`config.mk`:
```
export PLATFORM = sky130hd
export DESIGN_NAME = axioma_uart_tx_arbiter
export DESIGN_NICKNAME = d
export VERILOG_FILES = /design/src/rtl/axioma_uart_tx_arbiter.sv
export SDC_FILE = /design/constraint.sdc
export NUM_CORES = 1
export LEC_CHECK = 0
export ABC_CLOCK_PERIOD_IN_PS = 1900
export CAP_MARGIN = 20
export CORE_AREA = 2 2 69 71
export DETAILED_ROUTE_END_ITERATION = 10
export DIE_AREA = 0 0 71 73
export PLACE_DENSITY = 0.82
export SETUP_SLACK_MARGIN = 0.15
export SLEW_MARGIN = 30
export SYNTH_ARGS = -nofsm -noshare
export SYNTH_HDL_FRONTEND = slang
export SYNTH_SLANG_ARGS = --single-unit
```
`constraint.sdc`:
```
create_clock -name clk -period 1.9 [get_ports clk]
set_clock_uncertainty 0.05 [all_clocks]
set_input_delay 0.38 -clock clk [delete_from_list [all_inputs] [get_ports clk]]
set_output_delay 0.38 -clock clk [all_outputs]
set_load 0.02 [all_outputs]
```
`src/rtl/axioma_uart_tx_arbiter.sv`:
```
// axioma_uart_tx_arbiter: configures one axioma_uart (baud, 8N1, TXEN) after reset,
// then shares its transmitter between NUM_REQ byte producers, round-robin per byte.
// Each byte: poll UCSR0A.UDRE, then write UDR0 and pulse the requester's ready.
// Build macro AXIOMA_UART_ARB_LOCK_EN: hold the grant across a packet until req_last.
module axioma_uart_tx_arbiter #(
   parameter int unsigned NUM_REQ     = 4,
   parameter logic [15:0] BAUD_DIV    = 16'h0067,
   parameter logic [7:0]  UCSR0C_INIT = 8'h06,
   parameter int unsigned IDW         = $clog2(NUM_REQ)
) (
   input  logic                 clk,
   input  logic                 reset,
   input  logic [NUM_REQ-1:0]   req_valid,
   input  logic [8*NUM_REQ-1:0] req_data,
   input  logic [NUM_REQ-1:0]   req_last,
   output logic [NUM_REQ-1:0]   req_ready,
   output logic [5:0]           io_addr,
   output logic [7:0]           io_wdata,
   input  logic [7:0]           io_rdata,
   output logic                 io_read,
   output logic                 io_write,
   output logic                 init_done,
   output logic                 busy,
   output logic [IDW-1:0]       grant_id
);
   localparam int unsigned    CW       = IDW + 1;
   localparam int unsigned    UDRE_BIT = 5;
   localparam logic [5:0]     A_UCSR0A = 6'h00;
   localparam logic [5:0]     A_UCSR0B = 6'h01;
   localparam logic [5:0]     A_UCSR0C = 6'h02;
   localparam logic [5:0]     A_UBRR0L = 6'h04;
   localparam logic [5:0]     A_UBRR0H = 6'h05;
   localparam logic [5:0]     A_UDR0   = 6'h06;
   localparam logic [7:0]     UCSR0B_V = 8'h08;
   localparam logic [IDW-1:0] LAST_ID  = IDW'(NUM_REQ - 1);

   typedef enum logic [2:0] {
      ST_CFG_H, ST_CFG_L, ST_CFG_C, ST_CFG_B, ST_IDLE, ST_POLL, ST_WRITE
   } state_t;

   state_t               state_q, state_d;
   logic                 start_q;
   logic [IDW-1:0]       rr_q, rr_d, gid_q, gid_d, gid_nxt, rr_sel, sel_id;
   logic [7:0]           data_q, data_d;
   logic                 found, take;
   logic [7:0]           byte_arr [NUM_REQ];
   logic [NUM_REQ-1:0]   ready_q, ready_d;
   logic [5:0]           addr_q, addr_d;
   logic [7:0]           wdata_q, wdata_d;
   logic                 read_q, read_d, write_q, write_d, done_q, done_d, busy_q, busy_d;
   logic                 unused_ok;
`ifdef AXIOMA_UART_ARB_LOCK_EN
   logic                 last_q, last_d, lock_q, lock_d;
`endif

   // Split the flat request bus into per-requester bytes
   always_comb begin
      for (int i = 0; i < NUM_REQ; i++) byte_arr[i] = req_data[8*i +: 8];
   end

   // Round-robin search starting at rr_q, wrapping at NUM_REQ
   always_comb begin
      logic [CW-1:0] idx;
      found  = 1'b0;
      rr_sel = '0;
      for (int k = 0; k < NUM_REQ; k++) begin
         idx = CW'(rr_q) + CW'(k);
         if (idx >= CW'(NUM_REQ)) idx = idx - CW'(NUM_REQ);
         if (!found && req_valid[IDW'(idx)]) begin
            found  = 1'b1;
            rr_sel = IDW'(idx);
         end
      end
   end

`ifdef AXIOMA_UART_ARB_LOCK_EN
   // While locked only the owning requester may be granted
   always_comb begin
      if (lock_q) begin
         take   = req_valid[gid_q];
         sel_id = gid_q;
      end else begin
         take   = found;
         sel_id = rr_sel;
      end
   end
   assign unused_ok = ^{io_rdata[7:6], io_rdata[4:0]};
`else
   assign take      = found;
   assign sel_id    = rr_sel;
   assign unused_ok = ^{io_rdata[7:6], io_rdata[4:0], req_last};
`endif

   assign gid_nxt = (gid_q == LAST_ID) ? '0 : gid_q + IDW'(1);

   // State and datapath registers
   always_ff @(posedge clk or posedge reset) begin
      if (reset) begin
         state_q <= ST_CFG_H;
         start_q <= 1'b0;
         rr_q    <= '0;
         gid_q   <= '0;
         data_q  <= '0;
`ifdef AXIOMA_UART_ARB_LOCK_EN
         last_q  <= 1'b0;
         lock_q  <= 1'b0;
`endif
      end else begin
         state_q <= state_d;
         start_q <= 1'b1;
         rr_q    <= rr_d;
         gid_q   <= gid_d;
         data_q  <= data_d;
`ifdef AXIOMA_UART_ARB_LOCK_EN
         last_q  <= last_d;
         lock_q  <= lock_d;
`endif
      end
   end

   // Next state: init sequence, grant, UDRE poll, data write
   always_comb begin
      state_d = state_q;
      rr_d    = rr_q;
      gid_d   = gid_q;
      data_d  = data_q;
`ifdef AXIOMA_UART_ARB_LOCK_EN
      last_d  = last_q;
      lock_d  = lock_q;
`endif
      if (!start_q) begin
         state_d = ST_CFG_H;
      end else begin
         case (state_q)
            ST_CFG_H: state_d = ST_CFG_L;
            ST_CFG_L: state_d = ST_CFG_C;
            ST_CFG_C: state_d = ST_CFG_B;
            ST_CFG_B: state_d = ST_IDLE;
            ST_IDLE: begin
               if (take) begin
                  state_d = ST_POLL;
                  gid_d   = sel_id;
                  data_d  = byte_arr[sel_id];
`ifdef AXIOMA_UART_ARB_LOCK_EN
                  last_d  = req_last[sel_id];
`endif
               end
            end
            ST_POLL: if (io_rdata[UDRE_BIT]) state_d = ST_WRITE;
            ST_WRITE: begin
               state_d = ST_IDLE;
`ifdef AXIOMA_UART_ARB_LOCK_EN
               if (last_q) begin
                  lock_d = 1'b0;
                  rr_d   = gid_nxt;
               end else begin
                  lock_d = 1'b1;
               end
`else
               rr_d = gid_nxt;
`endif
            end
            default: state_d = ST_CFG_H;
         endcase
      end
   end

   // Output decode of the upcoming state, registered below
   always_comb begin
      ready_d = '0;
      addr_d  = '0;
      wdata_d = '0;
      read_d  = 1'b0;
      write_d = 1'b0;
      busy_d  = 1'b0;
      done_d  = done_q;
      case (state_d)
         ST_CFG_H: begin write_d = 1'b1; addr_d = A_UBRR0H; wdata_d = BAUD_DIV[15:8]; end
         ST_CFG_L: begin write_d = 1'b1; addr_d = A_UBRR0L; wdata_d = BAUD_DIV[7:0];  end
         ST_CFG_C: begin write_d = 1'b1; addr_d = A_UCSR0C; wdata_d = UCSR0C_INIT;    end
         ST_CFG_B: begin write_d = 1'b1; addr_d = A_UCSR0B; wdata_d = UCSR0B_V;       end
         ST_IDLE:  done_d = 1'b1;
         ST_POLL:  begin read_d = 1'b1; addr_d = A_UCSR0A; busy_d = 1'b1; end
         ST_WRITE: begin
            write_d        = 1'b1;
            addr_d         = A_UDR0;
            wdata_d        = data_q;
            busy_d         = 1'b1;
            ready_d[gid_d] = 1'b1;
         end
         default: ;
      endcase
   end

   // Output registers
   always_ff @(posedge clk or posedge reset) begin
      if (reset) begin
         ready_q <= '0;
         addr_q  <= '0;
         wdata_q <= '0;
         read_q  <= 1'b0;
         write_q <= 1'b0;
         done_q  <= 1'b0;
         busy_q  <= 1'b0;
      end else begin
         ready_q <= ready_d;
         addr_q  <= addr_d;
         wdata_q <= wdata_d;
         read_q  <= read_d;
         write_q <= write_d;
         done_q  <= done_d;
         busy_q  <= busy_d;
      end
   end

   assign req_ready = ready_q;
   assign io_addr   = addr_q;
   assign io_wdata  = wdata_q;
   assign io_read   = read_q;
   assign io_write  = write_q;
   assign init_done = done_q;
   assign busy      = busy_q;
   assign grant_id  = gid_q;

endmodule

```
=== Word level (Yosys, flattened, before mapping) ===
Index checks and enable logic that the tools add are counted.

* $add $sub $neg: 8
* $mul: 0
* Div/mod/pow operators: 0
* $lt $le $gt $ge: 11
* Equality and inequality tests: 13
* Shift operators: 0
* Mux-type cells: 39
* Bitwise operators: 1
* Reduce and logical (&&, ||, !) cells: 14

{| class="wikitable"
|+ Operators with widths
! kind !! count
|-
| case mux 8 bit (4 select lines) || 1
|-
| two-way mux 2 bit || 12
|-
| equality test 3 bit, second input constant || 6
|-
| case mux 3 bit (6 select lines) || 1
|-
| binary-select mux 8 bit (select 2 bit) || 1
|-
| two-way mux 8 bit || 2
|-
| less-than comparator 2 x 3 -> 1 bit, second input constant || 5
|-
| case mux 3 bit (5 select lines) || 1
|-
| equality test 3 x 2 -> 1 bit, second input constant || 4
|-
| greater-or-equal comparator 3 bit, second input constant || 4
|-
| two-way mux 1 bit || 12
|-
| two-way mux 3 bit || 3
|-
| binary-select mux 1 bit (select 2 bit) || 4
|-
| subtractor 2 x 1 -> 2 bit, second input constant || 4
|-
| adder 2 x 2 -> 3 bit, second input constant || 2
|-
| equality test 3 x 1 -> 1 bit, second input constant || 2
|-
| zero test 3 bit || 2
|-
| OR reduction 5 bit || 1
|-
| logical AND 1 bit || 4
|-
| two-way mux 4 bit || 1
|-
| OR reduction 2 bit || 2
|-
| adder 2 x 1 -> 3 bit, second input constant || 1
|-
| greater-or-equal comparator 2 x 3 -> 1 bit, second input constant || 1
|-
| zero test 1 bit || 3
|-
| other kinds (7) || 7
|}

* Register bits after elaboration: 38
* Bits in latches: 0
* Bits in writable memories: 0
* Memory bits (read-only): 0
* Input port bits: 50
* Output and inout bits: 24
* Word-level logic and storage cells: 98
* Memories: 0

=== Longest topological paths before layout ===
* Word-level depth: 22
* Depth in mapped cells: 7
* Mapped depth without buffers: 5

=== Worst setup path after synthesis ===
OpenSTA, ideal clock, no wires.

* Kind: flip-flop to flip-flop
* Start: reg rr_q[1]
* End: reg data_q[7]
* Library setup time: 0.138 ns
* Arrival time: 1.480 ns
* Data required time: 1.712 ns
* Path slack: 0.232 ns
* Cell stages (with the launch flop): 8
* Buffers on the path: 2
* Period minus slack after synthesis: 1.668 ns
* Cells stage by stage: dfrtp_1 and2_1 and2_1 buf_6 nor3_2 buf_4 mux2i_1 o221ai_1

* Cells in the longest elaborated chain, start to end: 18
* Elaborated cells on any way between the ends: 42
* Those cells by class: add/sub (7); order compare (4); mux (23); bitwise (1); reduce/logical (7)

{| class="wikitable"
|+ RTL lines
! element !! line !! RTL
|-
| start: declaration || 43 || <nowiki>logic [IDW-1:0] rr_q, rr_d, gid_q, gid_d, gid_nxt, rr_sel, sel_id;</nowiki>
|-
| start signal: assignment || 111 || <nowiki>rr_q <= rr_d;</nowiki>
|-
| parallel branches: the longest is 18 deep, another holds adder 2 x 1 -> 3 bit || -- ||
|-
| end signal: assignment || 113 || <nowiki>data_q <= data_d;</nowiki>
|-
| end: declaration || 44 || <nowiki>logic [7:0] data_q, data_d;</nowiki>
|}

Several ways; the timed one is not identified. The select of a mux whose other input is x is not followed.
A chain may end at the register's enable or synchronous reset.

=== Worst setup path in the final report ===
* Start: in req_valid[1]
* End: reg ready_q[0], in the netlist req_ready[0]

* Cells in the longest elaborated chain, start to end: 20
* Elaborated cells on any way between the ends: 35
* Those cells by class: order compare (2); eq/ne (1); mux (25); reduce/logical (7)

{| class="wikitable"
|+ RTL lines
! element !! line !! RTL
|-
| start: declaration || 13 || <nowiki>input logic [NUM_REQ-1:0] req_valid,</nowiki>
|-
| binary-select mux 1 bit (select 2 bit) || 69 || <nowiki>if (!found && req_valid[IDW'(idx)]) begin</nowiki>
|-
| two-way mux 1 bit (not written as such) || 69 ||
|-
| two-way mux 1 bit || 69 ||
|-
| zero test 1 bit || 69 ||
|-
| logical AND 1 bit || 69 ||
|-
| two-way mux 1 bit || 69 ||
|-
| zero test 1 bit || 69 ||
|-
| logical AND 1 bit || 69 ||
|-
| [... 5 more ...] || -- ||
|-
| two-way mux 2 bit || 134 || <nowiki>case (state_q)</nowiki>
|-
| two-way mux 2 bit || 131 || <nowiki>if (!start_q) begin</nowiki>
|-
| less-than comparator 2 x 3 -> 1 bit (not written as such) or greater-or-equal comparator 2 x 1 -> 1 bit (tied branches) || 189 || <nowiki>ready_d[gid_d] = 1'b1;</nowiki>
|-
| logical AND 1 bit (not written as such) || 189 ||
|-
| two-way mux 1 bit (not written as such) || 189 ||
|-
| demux 1 bit (select 2 bit) || 189 ||
|-
| two-way mux 4 bit (*) || 177 || <nowiki>case (state_d)</nowiki>
|-
| net ready_d[0] || 47 || <nowiki>logic [NUM_REQ-1:0] ready_q, ready_d;</nowiki>
|-
| end signal: assignment || 206 || <nowiki>ready_q <= ready_d;</nowiki>
|-
| end: declaration || 47 ||
|}

The timed path passes the listed nets; every way through them passes the cells marked *. The select of a mux whose other input is x is not followed.

==> metrics.cfg <==
[sta]
fin_crit_ns = 1.71
hold_viol_final = 0
rsz0062_at_grt = yes
fmax_mhz = 585
finalSetupViolations = 0
min_period_over_period = 0.900
setup_ws_ns = 0.191
maxSlewViolCount = 0

[clock_tree]
cts.path.max_buffers = 2
h-tree-depth = 2
cts_root_buffer = clkbuf_8
clkTransAtPathRegs_ns = 0.06
clock_sinks = 35
cts_inserted_buffers = 5
clk_latency_ns = 0.28
holdBufCountCts = 0
cts_tree = yes

[critical_path]
cp_cell_sequence = dlygate4sd2_1, or4_4, and3_4, or3_1, a21oi_2
path_buf_inv = 1
start_kind = primary input
slowest_stage = or4_4
r2r_cells = 6
worst_path_largest_cell_delay_ns = 0.57
crit_family = simple AND/OR/NAND/NOR gates
cp-end-kind = register
cp_data_arrival_time_ns = 1.88
critPathRequiredTime_ns = 2.07
r2r-end = data_q[3]$_DFFE_PP0P_
path_max_fanout = 3
worstReg2RegStart = rr_q[1]$_DFFE_PP0P_
r2r_setup_slack_ns = 0.24
criticalPathCategory = in -> reg

[run_status]
status = complete, no violations

[yosys]
yosysTopAreaCellShare = 0.479
synthCells = 186
yosysTopAreaCell = dfrtp_1
ys_warn_count = 0
synth_area_leaders = dfrtp_1 (48%), mux2i_1 (4.9%), a21bo_2 (4.4%), nand2_1 (3.7%), o31ai_1 (3.7%)
synth-seq-area-share = 0.479
netlist-cell-type-count = 41
synth.cell_area_um2 = 1830
ys_seq_elements = 35
syn_area_per_cell_um2 = 9.82

[cells_and_area]
drive_gt1_frac = 0.228
fill_cells = 405
layout_common_cells = clkdlybuf4s50_1 (53), dfrtp_1 (34), buf_4 (25), nand2_1 (18), nor2_1 (13)
seq_area_um2 = 877
final_common_cell = clkdlybuf4s50_1
multi_input_area_um2 = 887
diodes = 0
synthToLayoutAreaGrowth_pct = 49.5
nNetsFinal = 318
post-route-util = 0.602

[routing]
route.detailed.wl_per_inst_um = 13.6
num_vias = 1616
finalWirelength_um = 4370
dr_wl_met2_um = 2300
viasPerCell = 5.03
first_pass_iters = 4
highest_layer = met4
wl_met3_um = 176
antenna_left = 0
drc = 0
wl_met1_um = 1870
dr.first_iter.drc_count = 89

[floorplanning]
die_y_um = 73
io_pins = 74
rows = 25
die_w_um = 71
start_util = 0.403
core_area_um2 = 4540
die-area_um2 = 5180

[placement]
pre_cts_ws_ns = -0.322
dp_hpwl_um = 3240
portBuffers = 59
globalplace.congestion = 0.871

[global_route]
grt.total_usage = 0.176
grt_pass1_wl_um = 7090
overflow = 0
grt_max_degree = 36
grt_pass1_vias = 1568
antenna_found_initial = 0

[hold_path]
holdCritStartpoint = init_done$_DFFE_PP0N_
hp-class = reg -> reg
hold_depth = 1
holdPathEnd = init_done$_DFFE_PP0N_

[power]
p_leak_nw = 1.22
powerDensity_nw_per_um2 = 831
ir_drop_mv = 0.392
p_total_w = 0.00227

[flow_run]
cap_violations = 0

==> flip-flops by register name, summed over array words and instances (netlist names), 2 cells and up <==
name	flops
data_q	8
req_ready	4
grant_id	2
io_addr	3
state_q	3
io_wdata	8
rr_q	2
==> power by group <==
| group | total (W) | switching (W) | internal (W) |
|---|---|---|---|
| logic | 0.000755 | 0.000370 | 0.000384 |
| registers | 0.000984 | 0.0000924 | 0.000892 |
| clock network | 0.000530 | 0.000247 | 0.000284 |
==> layout make-up <==
class,instances,share of cell area
clock buffer,6,0.0302
tap,54,0.0247
timing repair buffer,85,0.286
multi-input combinational,132,0.325
clock inverter,1,0.00183
inverter,8,0.0110
sequential,35,0.321
==> worst register-to-register path: cells and delay by family, from the launching register on <==
family,cells,cell delay [ns]
buf+inv,1,0.18
mux,1,0.24
compound gates,1,0.10
simple gates,3,0.53
flops,1,0.44
==> worst max path at each step <==
| stage | start | slack [ns] | end | cells past startpoint |
|---|---|---|---|---|
| 2_1_floorplan | rr_q[1]$_DFFE_PP0P_ | 0.23 | data_q[7]$_DFFE_PP0P_ | 7 |
| 3_3_place_gp | req_valid[0] | -0.30 | data_q[4]$_DFFE_PP0P_ | 6 |
| 3_5_place_dp | req_valid[0] | -0.32 | data_q[7]$_DFFE_PP0P_ | 6 |
| 4_1_cts | rr_q[1]$_DFFE_PP0P_ | 0.16 | data_q[3]$_DFFE_PP0P_ | 6 |
| 5_1_grt | rr_q[1]$_DFFE_PP0P_ | 0.11 | data_q[7]$_DFFE_PP0P_ | 6 |
| 6_report | req_valid[1] | 0.19 | req_ready[0]$_DFF_PP0_ | 5 |
==> metrics by stage <==
| stage | setup TNS (ns) | instance area [µm²] | hold slack [ns] | std cells |
|---|---|---|---|---|
| finish | 0 | 2730 | 0.431 | 321 |
| global route | 0 | 2730 | 0.463 | 321 |
| CTS | 0 | 2690 | 0.433 | 319 |
| detailed placement | -4.70 | 2590 | 0.418 | 312 |
| global placement | -4.31 | 2590 | 0.406 | 312 |
| floorplan | 0 | 1830 | 0.410 | 188 |
==> repair_timing <==
item | in CTS | in global routing
endpoints found under the setup margin | 18 | 9
gates cloned | 0 | 1
setup buffers | 0 | 1
gates resized for setup | 10 | 9
pin swaps | 2 | 1
==> Yosys cell counts <==
cell / n
buf_2: 3
a31o_2: 1
conb_1: 2
or4_4: 1
a21oi_1: 8
nor2_2: 1
o31ai_1: 9
buf_4: 5
a21bo_2: 8
clkbuf_2: 1
nand3_1: 7
xnor2_1: 2
or2_2: 2
buf_6: 1
mux2i_1: 9
a2bb2oi_1: 1
and3_4: 1
mux2_2: 1
o21a_1: 1
a21oi_2: 2
o221ai_1: 2
nor3_2: 1
nor2b_1: 3
nor2_1: 13
clkbuf_1: 3
o21bai_1: 1
o211ai_1: 7
nand2b_1: 4
o22a_1: 1
nand2_1: 18
inv_1: 8
ha_1: 1
and2_1: 4
o21ai_0: 5
a21o_1: 1
a211oi_1: 1
and3_1: 2
nand4_1: 8
dfrtp_1: 35
o21ai_1: 1
or3_1: 1
==> cell families after synthesis <==
group | after synthesis | synth area share
XOR/XNOR | 2 | 0.00959
multiplexers | 10 | 0.0555
buffers and inverters | 21 | 0.0603
other | 2 | 0.00411
adder cells (fa/ha/maj) | 1 | 0.00685
AND/OR/NAND/NOR | 66 | 0.186
flip-flops | 35 | 0.479
AO/OA/AOI/OAI | 49 | 0.198
==> layer usage <==
metal	track usage	up-vias
met2	0.296	47
met4	0.0545	0
met5	0	-
li1	-	809
met1	0.221	755
met3	0.0483	5
Power figures use the tool's default switching activity.
